<file path="config.mk">
export PLATFORM = sky130hd
export DESIGN_NAME = lc3_mem_arb_flat
export DESIGN_NICKNAME = d
export VERILOG_FILES = /design/src/rtl/lc3_mem_arb_if.sv /design/src/rtl/lc3_mem_arb.sv /design/src/flat_wrapper.sv
export SDC_FILE = /design/constraint.sdc
export NUM_CORES = 1
export LEC_CHECK = 0
export BUFFER_PORTS_ARGS = -buffer_cell sky130_fd_sc_hd__buf_4
export CORE_MARGIN = 2
export CORE_UTILIZATION = 30
export CTS_CLUSTER_SIZE = 16
export DETAILED_ROUTE_END_ITERATION = 7
export HOLD_SLACK_MARGIN = 0.12
export PLACE_DENSITY = 0.53
export SYNTH_ARGS = -nofsm -noshare
export SYNTH_HDL_FRONTEND = slang
export SYNTH_SLANG_ARGS = --single-unit
export TNS_END_PERCENT = 30
</file>
<file path="constraint.sdc">
create_clock -name clk -period 4.17 [get_ports clk]
set_input_delay 0.417 -clock clk [delete_from_list [all_inputs] [get_ports clk]]
set_output_delay 0.417 -clock clk [all_outputs]
set_load 0.05 [all_outputs]
</file>
<file path="src/rtl/lc3_mem_arb_if.sv">
// Bus bundle between the LC-3 fetch/memory stages, the arbiter and the shared memory port.
// The arbiter connects through the slave modport; stage/memory models use master.
interface lc3_mem_arb_if;
  logic        if_req;
  logic [15:0] if_addr;
  logic        if_gnt;
  logic        if_valid;
  logic [15:0] if_rdata;

  logic        mem_req;
  logic        mem_we;
  logic [15:0] mem_addr;
  logic [15:0] mem_wdata;
  logic        mem_gnt;
  logic        mem_valid;
  logic [15:0] mem_rdata;

  logic        m_en;
  logic        m_we;
  logic [15:0] m_addr;
  logic [15:0] m_wdata;
  logic [15:0] m_rdata;

  modport slave (
    input  if_req, if_addr,
    output if_gnt, if_valid, if_rdata,
    input  mem_req, mem_we, mem_addr, mem_wdata,
    output mem_gnt, mem_valid, mem_rdata,
    output m_en, m_we, m_addr, m_wdata,
    input  m_rdata
  );

  modport master (
    output if_req, if_addr,
    input  if_gnt, if_valid, if_rdata,
    output mem_req, mem_we, mem_addr, mem_wdata,
    input  mem_gnt, mem_valid, mem_rdata,
    input  m_en, m_we, m_addr, m_wdata,
    output m_rdata
  );
endinterface

</file>
<file path="src/rtl/lc3_mem_arb.sv">
// Single-port memory arbiter for LC-3 fetch (IF) and memory (MEM) stages; MEM has priority.
// Optional IF anti-starvation guard enabled by defining LC3_ARB_STARVE_GUARD_EN.
module lc3_mem_arb #(
  parameter int WAIT_CYCLES = 2
) (
  input  logic          clk,
  input  logic          rst_n,
  lc3_mem_arb_if.slave  bus_io
);

  typedef enum logic [1:0] {
    IDLE = 2'd0,
    BUSY = 2'd1,
    RESP = 2'd2
  } state_e;

  typedef enum logic {
    OWN_IF  = 1'b0,
    OWN_MEM = 1'b1
  } owner_e;

  state_e      state_q,     state_d;
  owner_e      owner_q,     owner_d;
  logic [3:0]  cnt_q,       cnt_d;
  logic        we_q,        we_d;
  logic [15:0] addr_q,      addr_d;
  logic [15:0] wdata_q,     wdata_d;
  logic [15:0] if_rdata_q,  if_rdata_d;
  logic [15:0] mem_rdata_q, mem_rdata_d;

  logic        if_gnt_q,    if_gnt_d;
  logic        mem_gnt_q,   mem_gnt_d;
  logic        if_valid_q,  if_valid_d;
  logic        mem_valid_q, mem_valid_d;
  logic        m_en_q,      m_en_d;
  logic        m_we_q,      m_we_d;

  logic        any_req_s;
  logic        pick_mem_s;
  logic        if_forced_s;

`ifdef LC3_ARB_STARVE_GUARD_EN
  logic [1:0]  starve_q, starve_d;

  // After three MEM grants in a row that left IF waiting, IF wins the next tie.
  assign if_forced_s = bus_io.if_req && (starve_q == 2'd3);

  // Starvation counter: advance on MEM grants that bypass a waiting IF, clear otherwise.
  always_comb begin
    starve_d = starve_q;
    if ((state_q == IDLE) && any_req_s) begin
      if (pick_mem_s && bus_io.if_req) begin
        starve_d = starve_q + 2'd1;
      end else begin
        starve_d = 2'd0;
      end
    end else begin
      starve_d = starve_q;
    end
  end

  // Starvation counter register.
  always_ff @(posedge clk or negedge rst_n) begin
    if (!rst_n) begin
      starve_q <= 2'd0;
    end else begin
      starve_q <= starve_d;
    end
  end
`else
  assign if_forced_s = 1'b0;
`endif

  assign any_req_s  = bus_io.if_req || bus_io.mem_req;
  assign pick_mem_s = bus_io.mem_req && !if_forced_s;

  // State register and transaction datapath registers.
  always_ff @(posedge clk or negedge rst_n) begin
    if (!rst_n) begin
      state_q     <= IDLE;
      owner_q     <= OWN_IF;
      cnt_q       <= 4'd0;
      we_q        <= 1'b0;
      addr_q      <= 16'h0000;
      wdata_q     <= 16'h0000;
      if_rdata_q  <= 16'h0000;
      mem_rdata_q <= 16'h0000;
    end else begin
      state_q     <= state_d;
      owner_q     <= owner_d;
      cnt_q       <= cnt_d;
      we_q        <= we_d;
      addr_q      <= addr_d;
      wdata_q     <= wdata_d;
      if_rdata_q  <= if_rdata_d;
      mem_rdata_q <= mem_rdata_d;
    end
  end

  // Next-state and datapath capture logic.
  always_comb begin
    state_d     = state_q;
    owner_d     = owner_q;
    cnt_d       = cnt_q;
    we_d        = we_q;
    addr_d      = addr_q;
    wdata_d     = wdata_q;
    if_rdata_d  = if_rdata_q;
    mem_rdata_d = mem_rdata_q;
    case (state_q)
      IDLE: begin
        if (any_req_s) begin
          state_d = BUSY;
          cnt_d   = 4'(WAIT_CYCLES);
          if (pick_mem_s) begin
            owner_d = OWN_MEM;
            we_d    = bus_io.mem_we;
            addr_d  = bus_io.mem_addr;
            wdata_d = bus_io.mem_wdata;
          end else begin
            owner_d = OWN_IF;
            we_d    = 1'b0;
            addr_d  = bus_io.if_addr;
          end
        end else begin
          state_d = IDLE;
        end
      end
      BUSY: begin
        cnt_d = cnt_q - 4'd1;
        // Treat 0 as done too so a corrupted count can never lock the port.
        if (cnt_q <= 4'd1) begin
          state_d = RESP;
          cnt_d   = 4'd0;
          if (we_q) begin
            state_d = RESP;
          end else if (owner_q == OWN_MEM) begin
            mem_rdata_d = bus_io.m_rdata;
          end else begin
            if_rdata_d = bus_io.m_rdata;
          end
        end else begin
          state_d = BUSY;
        end
      end
      RESP: begin
        state_d = IDLE;
      end
      default: begin
        state_d = IDLE;
        cnt_d   = 4'd0;
      end
    endcase
  end

  // Output decode from the upcoming state so every strobe comes straight from a flop.
  always_comb begin
    if_gnt_d    = (state_q == IDLE) && (state_d == BUSY) && (owner_d == OWN_IF);
    mem_gnt_d   = (state_q == IDLE) && (state_d == BUSY) && (owner_d == OWN_MEM);
    if_valid_d  = (state_d == RESP) && (owner_d == OWN_IF);
    mem_valid_d = (state_d == RESP) && (owner_d == OWN_MEM);
    m_en_d      = (state_d == BUSY);
    m_we_d      = (state_d == BUSY) && we_d;
  end

  // Registered handshake and memory-control strobes.
  always_ff @(posedge clk or negedge rst_n) begin
    if (!rst_n) begin
      if_gnt_q    <= 1'b0;
      mem_gnt_q   <= 1'b0;
      if_valid_q  <= 1'b0;
      mem_valid_q <= 1'b0;
      m_en_q      <= 1'b0;
      m_we_q      <= 1'b0;
    end else begin
      if_gnt_q    <= if_gnt_d;
      mem_gnt_q   <= mem_gnt_d;
      if_valid_q  <= if_valid_d;
      mem_valid_q <= mem_valid_d;
      m_en_q      <= m_en_d;
      m_we_q      <= m_we_d;
    end
  end

  assign bus_io.if_gnt    = if_gnt_q;
  assign bus_io.if_valid  = if_valid_q;
  assign bus_io.if_rdata  = if_rdata_q;
  assign bus_io.mem_gnt   = mem_gnt_q;
  assign bus_io.mem_valid = mem_valid_q;
  assign bus_io.mem_rdata = mem_rdata_q;
  assign bus_io.m_en      = m_en_q;
  assign bus_io.m_we      = m_we_q;
  assign bus_io.m_addr    = addr_q;
  assign bus_io.m_wdata   = wdata_q;

endmodule

</file>
<file path="src/flat_wrapper.sv">
// flat-port wrapper written by rule: the top's interface ports become plain ports
module lc3_mem_arb_flat 
#(
  parameter int WAIT_CYCLES = 2
)
  (clk, rst_n, bus_io_if_req, bus_io_if_addr, bus_io_if_gnt, bus_io_if_valid, bus_io_if_rdata, bus_io_mem_req, bus_io_mem_we, bus_io_mem_addr, bus_io_mem_wdata, bus_io_mem_gnt, bus_io_mem_valid, bus_io_mem_rdata, bus_io_m_en, bus_io_m_we, bus_io_m_addr, bus_io_m_wdata, bus_io_m_rdata);
  lc3_mem_arb_if bus_io_i ();
  input  logic clk;
  input  logic rst_n;
  input wire logic [$bits(bus_io_i.if_req)-1:0] bus_io_if_req;
  input wire logic [$bits(bus_io_i.if_addr)-1:0] bus_io_if_addr;
  output wire logic [$bits(bus_io_i.if_gnt)-1:0] bus_io_if_gnt;
  output wire logic [$bits(bus_io_i.if_valid)-1:0] bus_io_if_valid;
  output wire logic [$bits(bus_io_i.if_rdata)-1:0] bus_io_if_rdata;
  input wire logic [$bits(bus_io_i.mem_req)-1:0] bus_io_mem_req;
  input wire logic [$bits(bus_io_i.mem_we)-1:0] bus_io_mem_we;
  input wire logic [$bits(bus_io_i.mem_addr)-1:0] bus_io_mem_addr;
  input wire logic [$bits(bus_io_i.mem_wdata)-1:0] bus_io_mem_wdata;
  output wire logic [$bits(bus_io_i.mem_gnt)-1:0] bus_io_mem_gnt;
  output wire logic [$bits(bus_io_i.mem_valid)-1:0] bus_io_mem_valid;
  output wire logic [$bits(bus_io_i.mem_rdata)-1:0] bus_io_mem_rdata;
  output wire logic [$bits(bus_io_i.m_en)-1:0] bus_io_m_en;
  output wire logic [$bits(bus_io_i.m_we)-1:0] bus_io_m_we;
  output wire logic [$bits(bus_io_i.m_addr)-1:0] bus_io_m_addr;
  output wire logic [$bits(bus_io_i.m_wdata)-1:0] bus_io_m_wdata;
  input wire logic [$bits(bus_io_i.m_rdata)-1:0] bus_io_m_rdata;
  assign bus_io_i.if_req = bus_io_if_req;
  assign bus_io_i.if_addr = bus_io_if_addr;
  assign bus_io_if_gnt = bus_io_i.if_gnt;
  assign bus_io_if_valid = bus_io_i.if_valid;
  assign bus_io_if_rdata = bus_io_i.if_rdata;
  assign bus_io_i.mem_req = bus_io_mem_req;
  assign bus_io_i.mem_we = bus_io_mem_we;
  assign bus_io_i.mem_addr = bus_io_mem_addr;
  assign bus_io_i.mem_wdata = bus_io_mem_wdata;
  assign bus_io_mem_gnt = bus_io_i.mem_gnt;
  assign bus_io_mem_valid = bus_io_i.mem_valid;
  assign bus_io_mem_rdata = bus_io_i.mem_rdata;
  assign bus_io_m_en = bus_io_i.m_en;
  assign bus_io_m_we = bus_io_i.m_we;
  assign bus_io_m_addr = bus_io_i.m_addr;
  assign bus_io_m_wdata = bus_io_i.m_wdata;
  assign bus_io_i.m_rdata = bus_io_m_rdata;
  lc3_mem_arb #(.WAIT_CYCLES(WAIT_CYCLES)) u_core (.clk(clk), .rst_n(rst_n), .bus_io(bus_io_i));
endmodule
</file>
Word level (Yosys, flattened, before mapping)
Cells that the tools add are included.
- bits in registers: 78
- input bits: 69
- output and inout port bits: 70
- word-level logic and storage cells: 51
- add/sub/neg operators: 1
- $lt $le $gt $ge: 1
- equal/unequal tests: 5
- mux-type cells: 13
- bitwise logic cells: 4
- reduce and logical (&&, ||, !) cells: 13
- operators by type and width (kind ; number):
    16-bit two-way mux ; 1
    4-bit case mux with 3 select lines ; 1
    4-bit two-way mux ; 2
    4-bit AND reduction ; 2
    1-bit two-way mux ; 7
    1-bit logical AND ; 6
    2-bit by 1-bit equality test with 1-bit output (second input constant) ; 2
    2-bit equality test (second input constant) ; 2
    4-bit by 1-bit less-or-equal comparator with 1-bit output (second input constant) ; 1
    1-bit inverter ; 4
    2-bit case mux with 2 select lines ; 1
    2-bit AND reduction ; 2
    4-bit by 1-bit subtractor with 4-bit output (second input constant) ; 1
    3-bit AND reduction ; 1
    2-bit zero test ; 1
    2-bit two-way mux ; 1
    2-bit by 1-bit != test with 1-bit output (second input constant) ; 1
    1-bit logical OR ; 1

Longest topological paths before layout
- depth in word-level cells: 6
- mapped depth: 6
- mapped depth without buffers: 5

Worst setup path after synthesis
OpenSTA, ideal clock, no wires.
- path type: flip-flop to flip-flop
- from: reg u_core.cnt_q[0]
- to: reg u_core.if_rdata_q[0], in the netlist u_core.bus_io.if_rdata[0]
- library setup time: 0.125 ns
- data arrival time: 1.460 ns
- required time: 4.045 ns
- slack: 2.584 ns
- stages on the path, launching flop included: 7
- path buffers: 1
- clock period less this slack: 1.586 ns
- path through: dfrtp_1 inv_1 ha_1 nor2_1 nand4b_4 buf_6 mux2_4
- longest elaborated chain between the ends: 2
- RTL lines (element ; RTL line ; text):
    start, declared ; lc3_mem_arb.sv:24 ; logic [3:0] cnt_q, cnt_d;
    start signal, assigned ; lc3_mem_arb.sv:91 ; cnt_q <= cnt_d;
    4-bit by 1-bit less-or-equal comparator with 1-bit output ; lc3_mem_arb.sv:132 ; if (cnt_q <= 4'd1) begin
    4-bit AND reduction (no line) ; - ;
    end signal, assigned ; lc3_mem_arb.sv:95 ; if_rdata_q <= if_rdata_d;
    end, declared ; lc3_mem_arb.sv:28 ; logic [15:0] if_rdata_q, if_rdata_d;
Every way passes these cells.
A chain may end at the register's enable or synchronous reset.

Worst setup path in the final report
- from: reg u_core.cnt_q[3]
- to: reg u_core.mem_rdata_q[14], in the netlist u_core.bus_io.mem_rdata[14]
- longest elaborated chain between the ends: 2
- RTL lines (element ; RTL line ; text):
    4-bit by 1-bit less-or-equal comparator with 1-bit output ; lc3_mem_arb.sv:132 ;
    4-bit AND reduction (no line) ; - ;
    end signal, assigned ; lc3_mem_arb.sv:96 ; mem_rdata_q <= mem_rdata_d;
    end, declared ; lc3_mem_arb.sv:29 ; logic [15:0] mem_rdata_q, mem_rdata_d;
Every way passes these cells.

==> impl_metrics.ini <==
[run_status]
outcome = completed

[worst_setup_path]
critPathLaunchType = flop
critPathArrivalTime_ns = 2.03
critical_path_class = reg -> reg
critPathCaptureType = flop
cp.required_ns = 4.40
cp_max_fo = 16

[cts]
clk_pin_slew_ns = 0.08
clk_path_buf_depth = 2
cts_tree = done
cts_sinks = 78
postCtsSetupBuffers = 0
cts.repair.resized = 0
ctsHoldBuffers = 0
cts_buffers = 9
clock_latency_ns = 0.35
clock-root-buffer = clkbuf_8
htreeDepth = 3

[global_routing]
grt_overflow = 0
grt_antenna_before_repair = 0
track_usage_pct = 13.4
first_global_vias = 2329
grt_max_degree = 79
grt_pass1_wl_mm = 12.1

[sta]
rsz0062_at_grt = no
fmax_ghz = 0.556
slew_headroom_pct = 32.2
worstMarginPinSlew_ns = 1.02
min_period_ns = 1.80
drv_slew = 0
hold_viol = 0
setup_viol = 0
fin_crit_sh_pct = 43.1
fin_tns_setup_ns = 0
finClkSkew_ns = 0.00708

[die]
coreArea_sq_um = 10700
start_util_pct = 30.4
ioPinCount = 139
rows = 38
die_h_um = 108
die-area_sq_um = 11700
die_x_um = 108

[routing]
drtPass1Iterations = 4
drt_iter0_drc = 105
vias_per_cell = 4.61
num_vias = 2375
wirelength_mm = 7.62
avgRoutedWirePerCell_um = 14.8
drc = 0
ant_nets = 0

[place]
routabilityCongestion = 0.713
port_buffers = 138
dp_hpwl_mm = 5.23

[synth]
async_reset_ff_share_pct = 100
synth_top_area_cell = dfrtp_1
ys_seq_elements = 78
synthTopCellsByArea = dfrtp_1 (60%), mux2_2 (9.7%), mux2_4 (9.2%)
yosysSeqAreaShare_pct = 60.0
synth_commonest_cells = dfrtp_1 (78), o21ai_0 (35), mux2_2 (28)
synth_ff_type = dfrtp_1
post-synth-top-count-cell = dfrtp_1
syn-num-nets = 301
ys_warn_count = 0
synth_edf_count = 0
avgSynthCellArea_sq_um = 14.1
syn-cell-area_sq_um = 3250
synthCells = 230
synth_top_area_share_pct = 60.0
synth.distinct_cells = 31

[layout]
diodes = 0
drive_gt1_share_pct = 55.7
fillers = 1047
syn_to_final_growth_pct = 41.5
nNetsFinal = 441

[worst_hold_path]
min_path_type = in -> async

[flow_run]
maxCapViolations = 0
-- cell families (layout without fill, tap and decap cells) --
group	after synthesis	after routing	share of synthesized area, %
flip-flops	78	78	60.0
multiplexers	64	64	23.8
AO/OA/AOI/OAI	44	44	7.50
AND/OR/NAND/NOR	25	25	4.92
buffers and inverters	16	161	2.69
adder cells (fa/ha/maj)	2	2	0.769
XOR/XNOR	1	1	0.269
-- layer usage --
metal / vias up / wire, um / share of wire (%) / track usage [%]
li1: 1102 / - / - / -
met1: 1166 / 3590 / 47 / 18.7
met2: 98 / 3230 / 42 / 19.6
met3: 9 / 694 / 9.1 / 4.64
met4: 0 / 104 / 1.4 / 4.12
met5: - / 0 / 0 / 0
-- layout by cell type, fill, tap and decap left out --
| cell type | count |
|---|---|
| o21bai_1 | 1 |
| o31ai_1 | 1 |
| clkbuf_8 | 12 |
| clkinv_2 | 2 |
| dfrtp_1 | 78 |
| nor3_1 | 3 |
| buf_4 | 140 |
| clkbuf_1 | 1 |
| nand3b_1 | 1 |
| mux2_2 | 28 |
| o22ai_1 | 1 |
| a22oi_1 | 1 |
| mux2i_1 | 16 |
| o2bb2ai_1 | 1 |
| and2b_2 | 1 |
| nand4b_4 | 2 |
| inv_1 | 5 |
| o21ai_0 | 34 |
| nor4_1 | 2 |
| o21ba_2 | 1 |
| clkinvlp_4 | 1 |
| xnor2_1 | 1 |
| mux2_4 | 20 |
| a21o_1 | 1 |
| nor3b_2 | 1 |
| nor2b_1 | 1 |
| nor2_1 | 8 |
| a22o_1 | 1 |
| o21ai_1 | 2 |
| nand2_1 | 5 |
| or2_2 | 1 |
| ha_1 | 2 |
-- area by class of cell --
cell class / count / area, sq um / share of cell area [%]
sequential: 78 / 1950 / 42.4
tap: 140 / 175 / 3.81
clock inverter: 3 / 17.5 / 0.381
multi-input combinational: 136 / 1220 / 26.5
timing repair buffer: 140 / 1050 / 22.8
clock buffer: 13 / 169 / 3.67
inverter: 5 / 18.8 / 0.408
-- per-stage QoR --
stage	util, %	hold WS [ns]	cells	instance area (sq um)	setup WS (ns)
finish	43.0	0.244	515	4600	2.37
global route	43.0	0.272	515	4600	2.18
CTS	43.0	0.255	515	4600	2.31
detailed placement	41.3	0.497	499	4420	2.15
global placement	41.3	0.491	499	4420	2.23
floorplan	-	0.121	230	3250	2.58
-- final timing paths --
path	start	to	slack, ns	cells after the start
max	u_core.cnt_q[3]	u_core.bus_io.mem_rdata[14]	2.37	3
min	rst_n	u_core.bus_io.mem_rdata[3]	0.24	1
max reg2reg	u_core.cnt_q[3]	u_core.bus_io.mem_rdata[14]	2.37	3
min reg2reg	u_core.bus_io.if_rdata[2]	u_core.bus_io.if_rdata[2]	0.51	1
max in group asynchronous	rst_n	u_core.bus_io.m_addr[13]	3.28	1
min in group clk	bus_io_mem_we	u_core.we_q	0.28	3
-- critical path, cell delays in order, from the launching register on --
cell      delay, ns
dfrtp_1        0.44
nor2_1         0.37
nand4b_4       0.43
mux2_4         0.43
-- state kept, by name, summed over array words and instances (netlist names), 2 cells and up --
register and count:
u_core.bus_io.if_rdata 16, u_core.bus_io.m_addr 16, u_core.bus_io.m_wdata 16, u_core.bus_io.mem_rdata 16
u_core.cnt_q 4, u_core.state_q 2
Power is left out: the tool's default activity adds up to more than one toggle a clock period on the data nets, which glitch-free logic cannot reach.
